File: src/rtl/io_map_pkg.sv
// Shared register map, button indices and FSM encodings for the I/O poll master.
package io_map_pkg;

  localparam logic [7:0] OFS_SW    = 8'h00;
  localparam logic [7:0] OFS_BTN   = 8'h02;
  localparam logic [7:0] OFS_LED   = 8'h10;
  localparam logic [7:0] OFS_DISP0 = 8'h20;
  localparam logic [7:0] OFS_DCTRL = 8'h24;

  localparam int BTN_C = 0;
  localparam int BTN_U = 1;
  localparam int BTN_L = 2;
  localparam int BTN_R = 3;
  localparam int BTN_D = 4;

  typedef enum logic [3:0] {
    IDLE, RD_SW, RD_BTN, UPDATE, WR_LED, WR_D0, WR_D1, WR_D2, WR_D3, WR_CTRL
  } state_t;

  typedef enum logic {MODE_COUNT, MODE_SWITCH} mode_t;

  // Digit 0 is the leftmost nibble, so digit n comes from v[15-4n:12-4n].
  function automatic logic [15:0] hex_digit(input logic [15:0] v, input logic [1:0] n);
    logic [15:0] sh;
    sh = v >> (4'd12 - {n, 2'b00});
    return {12'h000, sh[3:0]};
  endfunction

endpackage

File: src/rtl/io_poll_master_poll_timer.sv
// Free-running 0..PERIOD-1 counter; tick is high for the cycle at the terminal value.
module poll_timer #(
  parameter int PERIOD = 100000
) (
  input  logic clk_i,
  input  logic rst_i,
  output logic tick_o
);

  localparam int CW = (PERIOD > 1) ? $clog2(PERIOD) : 1;
  localparam logic [CW-1:0] LAST = CW'(PERIOD - 1);

  logic [CW-1:0] cnt_q;

  always_ff @(posedge clk_i or posedge rst_i) begin
    if (rst_i) begin
      cnt_q <= '0;
    end else if (cnt_q == LAST) begin
      cnt_q <= '0;
    end else begin
      cnt_q <= cnt_q + CW'(1);
    end
  end

  assign tick_o = (cnt_q == LAST);

endmodule

File: src/rtl/io_poll_master.sv
// Stand-alone bus initiator: polls switches/buttons, runs an up/down counter and
// refreshes LEDs and the four-digit display through the basic I/O register map.
module io_poll_master
  import io_map_pkg::*;
#(
  parameter logic [15:0] BASE_ADDR   = 16'h0000,
  parameter int          POLL_PERIOD = 100000
) (
  input  logic        clk,
  input  logic        reset,
  output logic [15:0] addr,
  output logic [15:0] data_out,
  input  logic [15:0] data_in,
  output logic        we,
  output logic        busy,
  output logic [15:0] count
);

  logic        tick;
  state_t      state_q;
  mode_t       mode_q, mode_d;
  logic [15:0] sw_q, count_q, count_d, shown;
  logic [15:0] addr_q, data_q;
  logic [4:0]  btn_q, btn_prev_q, rise;
  logic        we_q, busy_q;

  poll_timer #(.PERIOD(POLL_PERIOD)) u_timer (
    .clk_i  (clk),
    .rst_i  (reset),
    .tick_o (tick)
  );

  function automatic logic [15:0] reg_addr(input logic [7:0] ofs);
    return {BASE_ADDR[15:8], ofs};
  endfunction

  always_comb begin
    rise    = btn_q & ~btn_prev_q;
    count_d = count_q;
    mode_d  = mode_q;
    if (rise[BTN_C]) begin
      count_d = 16'h0000;
    end else if (rise[BTN_U] && rise[BTN_D]) begin
      count_d = count_q;
    end else if (rise[BTN_U]) begin
      count_d = count_q + 16'h0001;
    end else if (rise[BTN_D]) begin
      count_d = count_q - 16'h0001;
    end
    if (rise[BTN_L]) begin
      mode_d = MODE_COUNT;
    end else if (rise[BTN_R]) begin
      mode_d = MODE_SWITCH;
    end
    shown = (mode_q == MODE_COUNT) ? count_q : sw_q;
  end

  // Each state sets up the bus outputs for the state it hands over to.
  always_ff @(posedge clk or posedge reset) begin
    if (reset) begin
      state_q    <= IDLE;
      mode_q     <= MODE_COUNT;
      sw_q       <= '0;
      btn_q      <= '0;
      btn_prev_q <= '0;
      count_q    <= '0;
      addr_q     <= '0;
      data_q     <= '0;
      we_q       <= 1'b0;
      busy_q     <= 1'b0;
    end else begin
      case (state_q)
        IDLE: begin
          we_q <= 1'b0;
          if (tick) begin
            state_q <= RD_SW;
            busy_q  <= 1'b1;
            addr_q  <= reg_addr(OFS_SW);
          end
        end
        RD_SW: begin
          sw_q    <= data_in;
          addr_q  <= reg_addr(OFS_BTN);
          state_q <= RD_BTN;
        end
        RD_BTN: begin
          btn_q   <= data_in[4:0];
          state_q <= UPDATE;
        end
        UPDATE: begin
          btn_prev_q <= btn_q;
          count_q    <= count_d;
          mode_q     <= mode_d;
          addr_q     <= reg_addr(OFS_LED);
          data_q     <= sw_q;
          we_q       <= 1'b1;
          state_q    <= WR_LED;
        end
        WR_LED: begin
          addr_q  <= reg_addr(OFS_DISP0);
          data_q  <= hex_digit(shown, 2'd0);
          state_q <= WR_D0;
        end
        WR_D0: begin
          addr_q  <= reg_addr(OFS_DISP0 + 8'd1);
          data_q  <= hex_digit(shown, 2'd1);
          state_q <= WR_D1;
        end
        WR_D1: begin
          addr_q  <= reg_addr(OFS_DISP0 + 8'd2);
          data_q  <= hex_digit(shown, 2'd2);
          state_q <= WR_D2;
        end
        WR_D2: begin
          addr_q  <= reg_addr(OFS_DISP0 + 8'd3);
          data_q  <= hex_digit(shown, 2'd3);
          state_q <= WR_D3;
        end
        WR_D3: begin
          addr_q  <= reg_addr(OFS_DCTRL);
          data_q  <= 16'h0000;
          state_q <= WR_CTRL;
        end
        WR_CTRL: begin
          we_q    <= 1'b0;
          busy_q  <= 1'b0;
          state_q <= IDLE;
        end
        default: begin
          we_q    <= 1'b0;
          busy_q  <= 1'b0;
          state_q <= IDLE;
        end
      endcase
    end
  end

  assign addr     = addr_q;
  assign data_out = data_q;
  assign we       = we_q;
  assign busy     = busy_q;
  assign count    = count_q;

endmodule

File: config.mk
export PLATFORM = sky130hd
export DESIGN_NAME = io_poll_master
export DESIGN_NICKNAME = d
export VERILOG_FILES = /design/src/rtl/io_map_pkg.sv /design/src/rtl/io_poll_master_poll_timer.sv /design/src/rtl/io_poll_master.sv
export SDC_FILE = /design/constraint.sdc
export NUM_CORES = 1
export LEC_CHECK = 0
export CORE_ASPECT_RATIO = 1.75
export CORE_UTILIZATION = 59
export DETAILED_ROUTE_END_ITERATION = 10
export PLACE_DENSITY = 0.86
export SLEW_MARGIN = 20
export SYNTH_ARGS = -nofsm -noshare
export SYNTH_HDL_FRONTEND = slang
export SYNTH_HIERARCHICAL = 1
export SYNTH_SLANG_ARGS = --single-unit
File: constraint.sdc
create_clock -name clk -period 4.9 [get_ports clk]
set_input_delay 0.98 -clock clk [delete_from_list [all_inputs] [get_ports clk]]
set_output_delay 0.98 -clock clk [all_outputs]
set_load 0.02 [all_outputs]
==> results.py <==
metrics = {
    "status": {
        "status": "finished clean",
    },
    "pwr": {
        "power-per-cell-area_mw_per_mm2": 262,
        "internal_power_mw": 1.18,
        "peakVddDrop_uv": 180,
        "power_switching_mw": 0.299,
        "swShare": 0.203,
        "power_leakage_nw": 2.49,
        "comb_power_share": 0.025,
        "seqPwrFrac": 0.487,
        "p_total_mw": 1.47,
        "p_clk_frac": 0.488,
    },
    "clock_network": {
        "insertion_delay_ns": 0.34,
        "cts.path.max_buffers": 2,
        "postCtsHoldBufs": 0,
        "cts_tree": "done",
        "postCtsSetupBuffers": 0,
        "clkSinkCount": 87,
        "cts_resized": 0,
        "cts_made_buffers": 9,
        "cts_root_buf": "clkbuf_16",
        "htreeDepth": 3,
        "clk_pin_slew_ns": 0.06,
    },
    "critical_path": {
        "r2r_start": "btn_prev_q[1]$_DFFE_PP0P_",
        "path_depth": 8,
        "ff2ff_path_depth": 8,
        "rrSetupSlack_ns": 1.78,
        "crit_buf_inv": 0,
        "reg2reg_to": "count[12]$_DFFE_PP0P_",
        "endpoint": "count[12]$_DFFE_PP0P_",
        "critPathTopFamily": "simple AND/OR/NAND/NOR gates",
        "crit_arrival_ns": 3.35,
        "crit_type": "reg -> reg",
        "required_ns": 5.13,
        "crit_fanout": 21,
        "crit_path_top_delay_cell": "nand2b_1",
        "end_kind": "flip-flop",
        "max_stage_delay_ns": 0.60,
        "critPathLaunch": "btn_prev_q[1]$_DFFE_PP0P_",
        "worstPathCellList": "nand2b_1 > ha_1 > and3_4 > o2bb2ai_2 > o41ai_4 > a21boi_1 > or3_1 > a32o_1",
        "worstSetupStartpointType": "flip-flop",
    },
    "synth": {
        "syn-cell-area_mm2": 0.00473,
        "yosysSeqAreaShare": 0.460,
        "ys_warn_count": 6,
        "synth_top_area_share": 0.460,
        "yosysUniqueCellTypes": 54,
        "ys.flop_type": "dfrtp_1",
        "synth.avg_cell_area_um2": 10.1,
        "yosys.area_share.simple": 0.154,
        "ys_ff_latch": 87,
        "synth-async-reset-ratio": 1.00,
        "synthXorXnorAreaFrac": 0.0500,
        "synth_enable_flop_cells": 0,
        "synth_top_area_cell": "dfrtp_1",
        "synth_top_family_by_area": "simple AND/OR/NAND/NOR gates",
        "synth-compound-area-share": 0.145,
        "synth_fa_ha_area_frac": 0.0518,
        "synth_cells": 469,
        "synthTopCellsByArea": "dfrtp_1 46%, mux2_2 5.7%, nand2_1 4.9%",
        "synth.mux.area_fraction": 0.0954,
    },
    "route": {
        "num_vias": 3675,
        "wirelength_mm": 10.6,
        "routedWlPerCell_um": 17.3,
        "viasPerCell": 5.98,
        "antenna_left": 0,
        "drc": 0,
        "drt_iter0_drc": 277,
        "drtPass1Iterations": 4,
    },
    "cells_and_area": {
        "multi_input_area_mm2": 0.00240,
        "finish.utilization": 0.734,
        "drive_above_1_share": 0.102,
        "area_growth_syn_to_layout_pct": 19.0,
        "register_area_mm2": 0.00218,
        "fill_cells": 543,
        "final_cells": 615,
        "nets": 559,
        "n_antenna_cell": 0,
    },
    "timing": {
        "grt_setup_unrepaired": "no",
        "hold_violations": 0,
        "finalCritPeriodShare": 0.637,
        "setup_viol": 0,
        "layout_min_cycle_time_ns": 3.12,
        "slew_viol_final": 0,
        "holdWs_ns": 0.482,
        "max_freq_mhz": 320,
        "tightest_slew_ns": 0.943,
        "slew_headroom": 0.371,
        "final.setup.tns_ns": 0,
        "fin_worst_skew_ns": 0.00571,
    },
    "placed_design": {
        "gp_congestion": 0.955,
        "dp.cells": 599,
        "io_buffers": 56,
        "place_hpwl_mm": 7.99,
    },
    "floorplan": {
        "dieArea_mm2": 0.00840,
        "initial_core_util": 0.617,
        "ios": 68,
        "die_w_um": 69.7,
        "core_mm2": 0.00767,
        "die_y_um": 120,
        "num_rows": 42,
    },
    "grt": {
        "first_global_vias": 3700,
        "grt_overflow_total": 0,
        "antenna_found_initial": 0,
        "grt_first_pass_wirelength_mm": 17.6,
        "grt_max_degree": 44,
        "grt.total_usage": 0.270,
    },
    "min_path": {
        "hold_path_class": "reg -> reg",
    },
    "run": {
        "drv_cap": 0,
    },
}
## cells in the mapped netlist, drive strengths merged (6+ instances only)
master / n
mux2i: 17
nand4: 6
nor3: 10
o21ai: 50
a21oi: 12
buf: 19
a21o: 6
dfrtp: 87
nand3: 15
xor2: 9
ha: 18
mux2: 25
or3: 6
inv: 14
nor2: 26
xnor2: 18
clkbuf: 8
nand2: 62
o22ai: 9
a31oi: 7
## worst min-delay path by stage
stage / from / endpoint / slack (ns) / cells past startpoint
5_1_grt: btn_q[2]$_DFFE_PP0P_ / mode_q$_DFFE_PP0P_ / 0.51 / 1
3_3_place_gp: btn_q[2]$_DFFE_PP0P_ / mode_q$_DFFE_PP0P_ / 0.46 / 1
3_5_place_dp: addr[4]$_DFFE_PP0P_ / addr[4]$_DFFE_PP0P_ / 0.47 / 1
4_1_cts: data_out[6]$_DFFE_PP0P_ / data_out[6]$_DFFE_PP0P_ / 0.49 / 2
6_report: data_out[6]$_DFFE_PP0P_ / data_out[6]$_DFFE_PP0P_ / 0.48 / 2
2_1_floorplan: btn_q[2]$_DFFE_PP0P_ / mode_q$_DFFE_PP0P_ / 0.45 / 1
## cell families after synthesis
kind of cell               Yosys count
AOI/OAI and AO/OA                  106
xor gates and xnor gates            27
adders and majority gates           19
buffers and inverters               41
DFF                                 87
muxes                               42
other                                1
and+or+nand+nor                    146
## final cells by class
cell class	instances	area share
multi-input combinational	351	0.425
inverter	14	0.00933
timing repair buffer	59	0.104
clock inverter	6	0.0151
tap	88	0.0195
clock buffer	10	0.0406
sequential	87	0.386
## registers in the layout, summed over array words and instances, names as in the netlist
register and cells:
btn_q 5, u_timer/cnt_q 17, data_out 16, we 1, addr 5, btn_prev_q 5, mode_q 1, state_q 4
count 16, busy 1, sw_q 16
## worst min-delay path: stages (launching register included)
cell	delay [ns]
dfrtp_1	0.34
nand2_1	0.05
o21ai_1	0.06
## metal layers
metal / track usage / share of wire / vias to the layer above
li1: - / - / 1756
met1: 0.307 / 0.39 / 1794
met2: 0.476 / 0.55 / 100
met3: 0.0533 / 0.031 / 25
met4: 0.138 / 0.031 / 0
met5: 0 / 0 / -
## stage by stage
step | instance area [um^2] | worst slack (ns)
detailed placement | 5310 | 1.86
floorplan | 4770 | 2.15
finish | 5630 | 1.78
global route | 5630 | 1.69
CTS | 5630 | 1.84
global placement | 5310 | 1.95
## cell usage in the layout (no fill, tap or decap), types with 6 or more instances in the layout
| cell type | Yosys | routed |
|---|---|---|
| clkbuf_16 | 0 | 9 |
| mux2_2 | 24 | 24 |
| a21oi_1 | 12 | 12 |
| nand2_1 | 62 | 62 |
| nor3_1 | 9 | 9 |
| nand3_1 | 15 | 15 |
| a21o_1 | 6 | 6 |
| clkdlybuf4s50_1 | 0 | 56 |
| or3_1 | 6 | 6 |
| o21ai_0 | 30 | 30 |
| dfrtp_1 | 87 | 87 |
| xnor2_1 | 18 | 18 |
| a31oi_1 | 7 | 7 |
| conb_1 | 1 | 11 |
| inv_1 | 14 | 13 |
| o22ai_1 | 9 | 9 |
| xor2_1 | 9 | 9 |
| o21ai_1 | 20 | 20 |
| mux2i_1 | 17 | 17 |
| ha_1 | 18 | 18 |
| nor2_1 | 26 | 25 |
## power by group through the flow
stage               clock network [mW]  registers (mW)  logic (mW)
global route                     0.760           0.718      0.0406
detailed placement                   0           0.732      0.0378
floorplan                            0           0.732      0.0247
finish                           0.719           0.718      0.0364
CTS                              0.726           0.718      0.0378
global placement                     0           0.732      0.0371
Note: power is estimated with default switching activity, not from simulation.
